`src/rtl/vram_writer.sv`:
```
// ---------------------------------------------------------------------------
// vram_writer
//
// Purpose:
//   CPU-side writer for the dual-port video RAM. It watches Z80 memory-write
//   cycles, picks out writes that land in the screen area of bank 5 (normal
//   screen) or bank 7 (shadow screen, 128K map only), and queues them in a
//   small FIFO. The FIFO drains into the VRAM write port on cycles where the
//   video controller is not using the RAM.
//
// Ports:
//   CLK          in   14MHz master clock
//   nRESET       in   synchronous active-low reset
//   addr         in   CPU address bus [15:0]
//   din          in   CPU data-out bus [7:0]
//   nMREQ        in   CPU memory request, active low
//   nWR          in   CPU write strobe, active low
//   nRFSH        in   CPU refresh, active low
//   m128         in   128K memory map enabled
//   page_ram     in   RAM bank mapped at C000-FFFF [2:0]
//   vram_busy    in   video controller owns the VRAM this cycle
//   ovf_clr      in   clears the sticky overflow flag
//   vram_waddr   out  {bank7, offset[12:0]}
//   vram_wdata   out  write data
//   vram_we      out  one-CLK write pulse
//   fifo_level   out  current FIFO occupancy
//   overflow     out  sticky flag: a screen write was dropped
//
// Configuration macro:
//   VRAM_WRITER_COALESCE_EN - when defined, a write to the same {bank,offset}
//   as the newest queued entry overwrites that entry's data instead of
//   allocating a new slot.
// ---------------------------------------------------------------------------
module vram_writer #(
    parameter int          FIFO_DEPTH   = 4,
    parameter logic [12:0] SCREEN_LIMIT = 13'h1B00
) (
    input  logic                          CLK,
    input  logic                          nRESET,
    input  logic [15:0]                   addr,
    input  logic [7:0]                    din,
    input  logic                          nMREQ,
    input  logic                          nWR,
    input  logic                          nRFSH,
    input  logic                          m128,
    input  logic [2:0]                    page_ram,
    input  logic                          vram_busy,
    input  logic                          ovf_clr,
    output logic [13:0]                   vram_waddr,
    output logic [7:0]                    vram_wdata,
    output logic                          vram_we,
    output logic [$clog2(FIFO_DEPTH):0]   fifo_level,
    output logic                          overflow
);

    localparam int PW = $clog2(FIFO_DEPTH);
    localparam int LW = PW + 1;
    localparam int EW = 22;

    // Write strobe detection and screen decode
    logic          nwr_q;
    logic          strobe;
    logic          screen_ok;
    logic          bank5_hit;
    logic          bank7_hit;
    logic          hit;
    logic [EW-1:0] entry_in;

    // Capture stage between decode and FIFO
    logic          push_q, push_d;
    logic [EW-1:0] entry_q, entry_d;

    // FIFO storage and control
    logic [EW-1:0] mem_q [FIFO_DEPTH];
    logic [PW-1:0] wr_ptr_q, wr_ptr_d;
    logic [PW-1:0] rd_ptr_q, rd_ptr_d;
    logic [LW-1:0] count_q, count_d;
    logic          mem_we;
    logic [PW-1:0] mem_wptr;
    logic          pop;
    logic          full;
    logic          alloc;
    logic          coalesce;
    logic          ovf_set;

    // Output registers
    logic          we_q, we_d;
    logic [13:0]   waddr_q, waddr_d;
    logic [7:0]    wdata_q, wdata_d;
    logic          ovf_q, ovf_d;

    // A falling edge of nWR during a real memory cycle (not refresh) marks
    // exactly one write per CPU cycle, however long nWR stays low.
    assign strobe    = nwr_q & ~nWR & ~nMREQ & nRFSH;
    assign screen_ok = ~addr[13] & (addr[12:0] < SCREEN_LIMIT);
    assign bank5_hit = (addr[15:14] == 2'b01) |
                       ((addr[15:14] == 2'b11) & m128 & (page_ram == 3'd5));
    assign bank7_hit = (addr[15:14] == 2'b11) & m128 & (page_ram == 3'd7);
    assign hit       = strobe & screen_ok & (bank5_hit | bank7_hit);
    assign entry_in  = {bank7_hit, addr[12:0], din};

    assign pop  = (count_q != '0) & ~vram_busy;
    assign full = (count_q == LW'(FIFO_DEPTH));

    // Coalescing targets the newest entry, but never one that leaves the
    // FIFO on this same edge, since its old data is already on its way out.
`ifdef VRAM_WRITER_COALESCE_EN
    logic [PW-1:0] tail_ptr;
    assign tail_ptr = wr_ptr_q - 1'b1;
    assign coalesce = push_q & (count_q != '0) &
                      ~(pop & (count_q == LW'(1))) &
                      (mem_q[tail_ptr][EW-1:8] == entry_q[EW-1:8]);
`else
    assign coalesce = 1'b0;
`endif

    always_comb begin
        push_d   = hit;
        entry_d  = hit ? entry_in : entry_q;
        wr_ptr_d = wr_ptr_q;
        rd_ptr_d = rd_ptr_q;
        we_d     = 1'b0;
        waddr_d  = waddr_q;
        wdata_d  = wdata_q;
        mem_we   = 1'b0;
        mem_wptr = wr_ptr_q;
        alloc    = 1'b0;
        ovf_set  = 1'b0;

        if (pop) begin
            we_d     = 1'b1;
            waddr_d  = mem_q[rd_ptr_q][EW-1:8];
            wdata_d  = mem_q[rd_ptr_q][7:0];
            rd_ptr_d = rd_ptr_q + 1'b1;
        end

        // A full FIFO still accepts a push when a pop frees a slot this edge.
        if (push_q) begin
            if (coalesce) begin
`ifdef VRAM_WRITER_COALESCE_EN
                mem_we   = 1'b1;
                mem_wptr = tail_ptr;
`endif
            end else if (!full || pop) begin
                mem_we   = 1'b1;
                alloc    = 1'b1;
                wr_ptr_d = wr_ptr_q + 1'b1;
            end else begin
                ovf_set  = 1'b1;
            end
        end

        count_d = count_q + LW'(alloc) - LW'(pop);

        // A new drop beats a simultaneous clear.
        if (ovf_set) begin
            ovf_d = 1'b1;
        end else if (ovf_clr) begin
            ovf_d = 1'b0;
        end else begin
            ovf_d = ovf_q;
        end
    end

    always_ff @(posedge CLK) begin
        if (!nRESET) begin
            nwr_q    <= 1'b1;
            push_q   <= 1'b0;
            entry_q  <= '0;
            wr_ptr_q <= '0;
            rd_ptr_q <= '0;
            count_q  <= '0;
            we_q     <= 1'b0;
            waddr_q  <= '0;
            wdata_q  <= '0;
            ovf_q    <= 1'b0;
        end else begin
            nwr_q    <= nWR;
            push_q   <= push_d;
            entry_q  <= entry_d;
            wr_ptr_q <= wr_ptr_d;
            rd_ptr_q <= rd_ptr_d;
            count_q  <= count_d;
            we_q     <= we_d;
            waddr_q  <= waddr_d;
            wdata_q  <= wdata_d;
            ovf_q    <= ovf_d;
        end
    end

    // Storage needs no reset: the pointers decide what is valid.
    always_ff @(posedge CLK) begin
        if (mem_we) begin
            mem_q[mem_wptr] <= entry_q;
        end
    end

    assign vram_we    = we_q;
    assign vram_waddr = waddr_q;
    assign vram_wdata = wdata_q;
    assign fifo_level = count_q;
    assign overflow   = ovf_q;

endmodule

```
`config.mk`:
```
export PLATFORM = sky130hd
export DESIGN_NAME = vram_writer
export DESIGN_NICKNAME = d
export VERILOG_FILES = /design/src/rtl/vram_writer.sv
export SDC_FILE = /design/constraint.sdc
export NUM_CORES = 1
export LEC_CHECK = 0
export BUFFER_PORTS_ARGS = -buffer_cell sky130_fd_sc_hd__buf_4
export CAP_MARGIN = 20
export CORE_MARGIN = 2
export CORE_UTILIZATION = 50
export CTS_CLUSTER_SIZE = 16
export DETAILED_ROUTE_END_ITERATION = 8
export GPL_TIMING_DRIVEN = 0
export PLACE_DENSITY = 0.71
export SLEW_MARGIN = 25
export SYNTH_ARGS = -nofsm -noshare
export SYNTH_HDL_FRONTEND = slang
export SYNTH_SLANG_ARGS = --single-unit
```
`constraint.sdc`:
```
create_clock -name CLK -period 3.6 [get_ports CLK]
set_input_delay 0.18 -clock CLK [delete_from_list [all_inputs] [get_ports CLK]]
set_output_delay 0.18 -clock CLK [all_outputs]
set_load 0.005 [all_outputs]
```
==> results.md <==
- Outcome: finished clean
- I/O pins: 62
- Initial Util: 51.8%
- Peak VDD IR: 0.425 mV
- Unrepaired setup endpoints after global routing: false
- Tmin final: 2.55 ns
- Clock sinks: 143
- Top delay family on crit path: adder cells
- Placed Cells: 568
- Avg Vias per Cell: 5.15
- Met3 Wirelength: 504 um
- Drt first pass iters: 4
- # resized after CTS: 0
- Commonest register cell after synthesis: edfxtp_1
- Max-cap violations: 0
- Setup crit start: fifo_level[1]
- Area of the core: 10400 um^2
- Latest clock arrival within the worst-skew pair: 0.52 ns
- Drt first-iter violations: 152
- Clock transition at path regs: 0.06 ns
- Post-place setup slack: 1.04 ns
- Largest stage delay, worst path: 0.38 ns
- FF+latch area: 3740 um^2
- Async set-or-reset flop fraction in the synthesized netlist: 0%
- Slowest CP cell: fa_1
- Cell chain of the critical path: nor3_1 -> or2_1 -> buf_2 -> inv_2 -> buf_2 -> ha_1 -> inv_1 -> ha_1 -> fa_1 -> xnor2_1 -> xnor2_1 -> nor2_1
- # fillers: 732
- Static leakage: 2.67 nW
- Synth Net Count: 413
- Final Hold Violating Endpoints: 0
- Min-delay worst type: in2reg
- Simple-gate share of the synthesized area: 9.04%
- Via count: 3211
- Site row count: 37
- Post-route insts no fill: 623
- Total Routing Usage GR: 20.3%
- Total Wirelength: 10800 um
- CTS tree: done
- Routability cong.: 0.720
- Xor-xnor portion of the synthesized cell area: 0.812%
- Layout Area Growth over Synthesis: 28.2%
- Fmax: 0.392 GHz
- Syn Std Cell Area: 5400 um^2
- Setup violators final: 0
- Dpl hpwl: 6870 um
- Tightest Pin Transition: 0.713 ns
- Sequential fraction of the synthesis area: 69.4%
- Total CTS buffers: 17
- Largest family of logic cells by synthesized area: multiplexers
- Initial antenna violation count: 0
- Post-synth top area cell: edfxtp_1
- PnR worst setup slack: 1.05 ns
- WL met1: 4490 um
- Worst setup path end: fifo_level[2]
- Multi-input logic area: 1490 um^2
- Post-synth top cells: edfxtp_1 (88), nand2_1 (87), dfxtp_1 (55), a21oi_1 (24), mux4_2 (22)
- Synth cell types: 31
- Clock Skews: 0.00695 ns
- CP Capture Type: flop
- Adder-cell share of the synthesized area: 1.76%
- Max_slew headroom: 52.5%
- Diodes inserted: 0
- Routed wire per std cell: 17.3 um
- Hold Slack: 0.0756 ns
- Pins Over Slew Limit: 0
- Worst Path Buf+Inv: 4
- Total of warnings raised by yosys: 0
- Top-count cell post-synth: edfxtp_1
- Largest net degree at the start of global routing: 23
- DIE HEIGHT: 108 um
- Die footprint: 11600 um^2
- Final Cycle Share: 70.8%
- CTS root buf: clkbuf_8
- Worst flop-to-flop path endpoint: fifo_level[2]
- Ranking of synthesized cells by area: edfxtp_1 (49%), dfxtp_1 (20%), mux4_2 (9.2%), nand2_1 (6.1%), mux2i_1 (3.9%)
- Synthesized instance count: 371
- Vias in the first global route: 3341
- Max clock buf depth: 2
- Compound-Gate Fraction of Synth Area: 2.88%
- RR Startpoint: fifo_level[1]
- Top routing layer in use: met4
- CP Max Fanout: 10
- Drc violations: 0
- Met2 WL: 5700 um
- Gr ovfl total: 0
- Worst Reg-to-Reg Cells: 12
- Syn avg cell area: 14.5 um^2
- R2R setup slack: 1.05 ns
- Share of cells above drive strength 1: 26.9%
- Min-Delay Path Depth: 5
- H-tree levels: 4
- Crit path required time: 3.99 ns
- P per Cell Area: 648 nW/um^2
- Flops & latches, synth: 143
- ANT nets after route: 0
- Global-route wire length before repair: 17000 um
- Post-Route Setup TNS: 0 ns
- Fin nets: 516
- Post-synthesis mux area share: 13.1%
- Die Wd: 108 um
- CP Data Arrival Time: 2.94 ns
- Crit path depth: 12
- EDFF count, synth: 88
- Setup Crit Path Kind: reg2reg
- CP startpoint kind: flop
- IO Port Bufs: 61
- Synth top area share: 49.0%
[metrics by stage]
step	instance area [um^2]	util (%)	total power [mW]
after floorplan	5400	-	2.31
after global placement	6020	57.8	2.56
after detailed placement	6030	57.9	2.58
after CTS	6920	66.4	4.52
after global routing	6920	66.4	4.65
final	6920	66.4	4.48
[worst min-delay path, cell delays in order]
cell,delay (ns)
buf_4,0.11
nand3_1,0.06
nor2_1,0.05
nand3_1,0.07
o21ai_0,0.07
[power breakdown]
part / internal [mW] / leakage [nW] / switching, mW
Combinational: 0.358 / 0.928 / 0.325
Sequential: 1.81 / 1.42 / 0.0570
Clock: 1.30 / 0.318 / 0.636
[cells by family after synthesis]
family | Yosys count
buf+inv | 29
fa+ha+maj | 7
xor+xnor | 5
compound gates | 28
simple gates | 116
flops | 143
mux | 43
[cell usage in the layout, fill, tap and decap left out, types with 2 or more instances in the layout]
cell type	instances
nand2b_1	2
and2_2	4
nor2b_1	2
mux2i_1	21
clkinv_2	3
buf_4	63
and2_1	3
inv_1	7
nand2_1	87
nor2_1	8
ha_1	6
nor3_1	3
buf_2	6
dlygate4sd3_1	23
mux4_2	22
nand3_1	3
clkinvlp_4	2
a21oi_1	24
dfxtp_1	55
buf_12	2
bufinv_16	6
clkbuf_8	3
buf_1	2
clkbuf_16	16
edfxtp_1	88
clkbuf_1	10
xnor2_1	5
[flip-flops by register name, summed over array words and instances (netlist names)]
name and cells:
mem_q 88, entry_q 22, vram_waddr 14, vram_wdata 8, fifo_level 3, mem_wptr 2, rd_ptr_q 2, nwr_q 1
overflow 1, push_q 1, vram_we 1
[layer usage]
layer | global-route usage, % | vias up
met5 | 0 | -
met4 | 6.96 | 0
met2 | 35.9 | 80
li1 | - | 1529
met3 | 5.33 | 9
met1 | 24.1 | 1593
[what timing repair did]
item | 4_1_cts | 5_1_grt
endpoints found under the hold margin | 23 | 0
setup buffers | 0 | 0
hold buffers | 23 | 0
[final cells by class]
class,instances,share of cell area (%)
sequential,143,54.1
multi-input combinational,199,21.6
timing repair buffer,84,9.95
clock buffer,21,6.49
clock inverter,11,3.04
tap,136,2.46
buffer,21,1.94
inverter,8,0.434
[worst min path at each step]
stage,from,endpoint,slack [ns]
6_report,addr[15],entry_q[21],0.08
5_1_grt,addr[15],entry_q[21],0.08
4_1_cts,addr[15],entry_q[21],0.06
3_5_place_dp,nWR,nwr_q,0.38
3_3_place_gp,nWR,nwr_q,0.38
2_1_floorplan,nWR,nwr_q,0.28
Power figures use the tool's default switching activity.
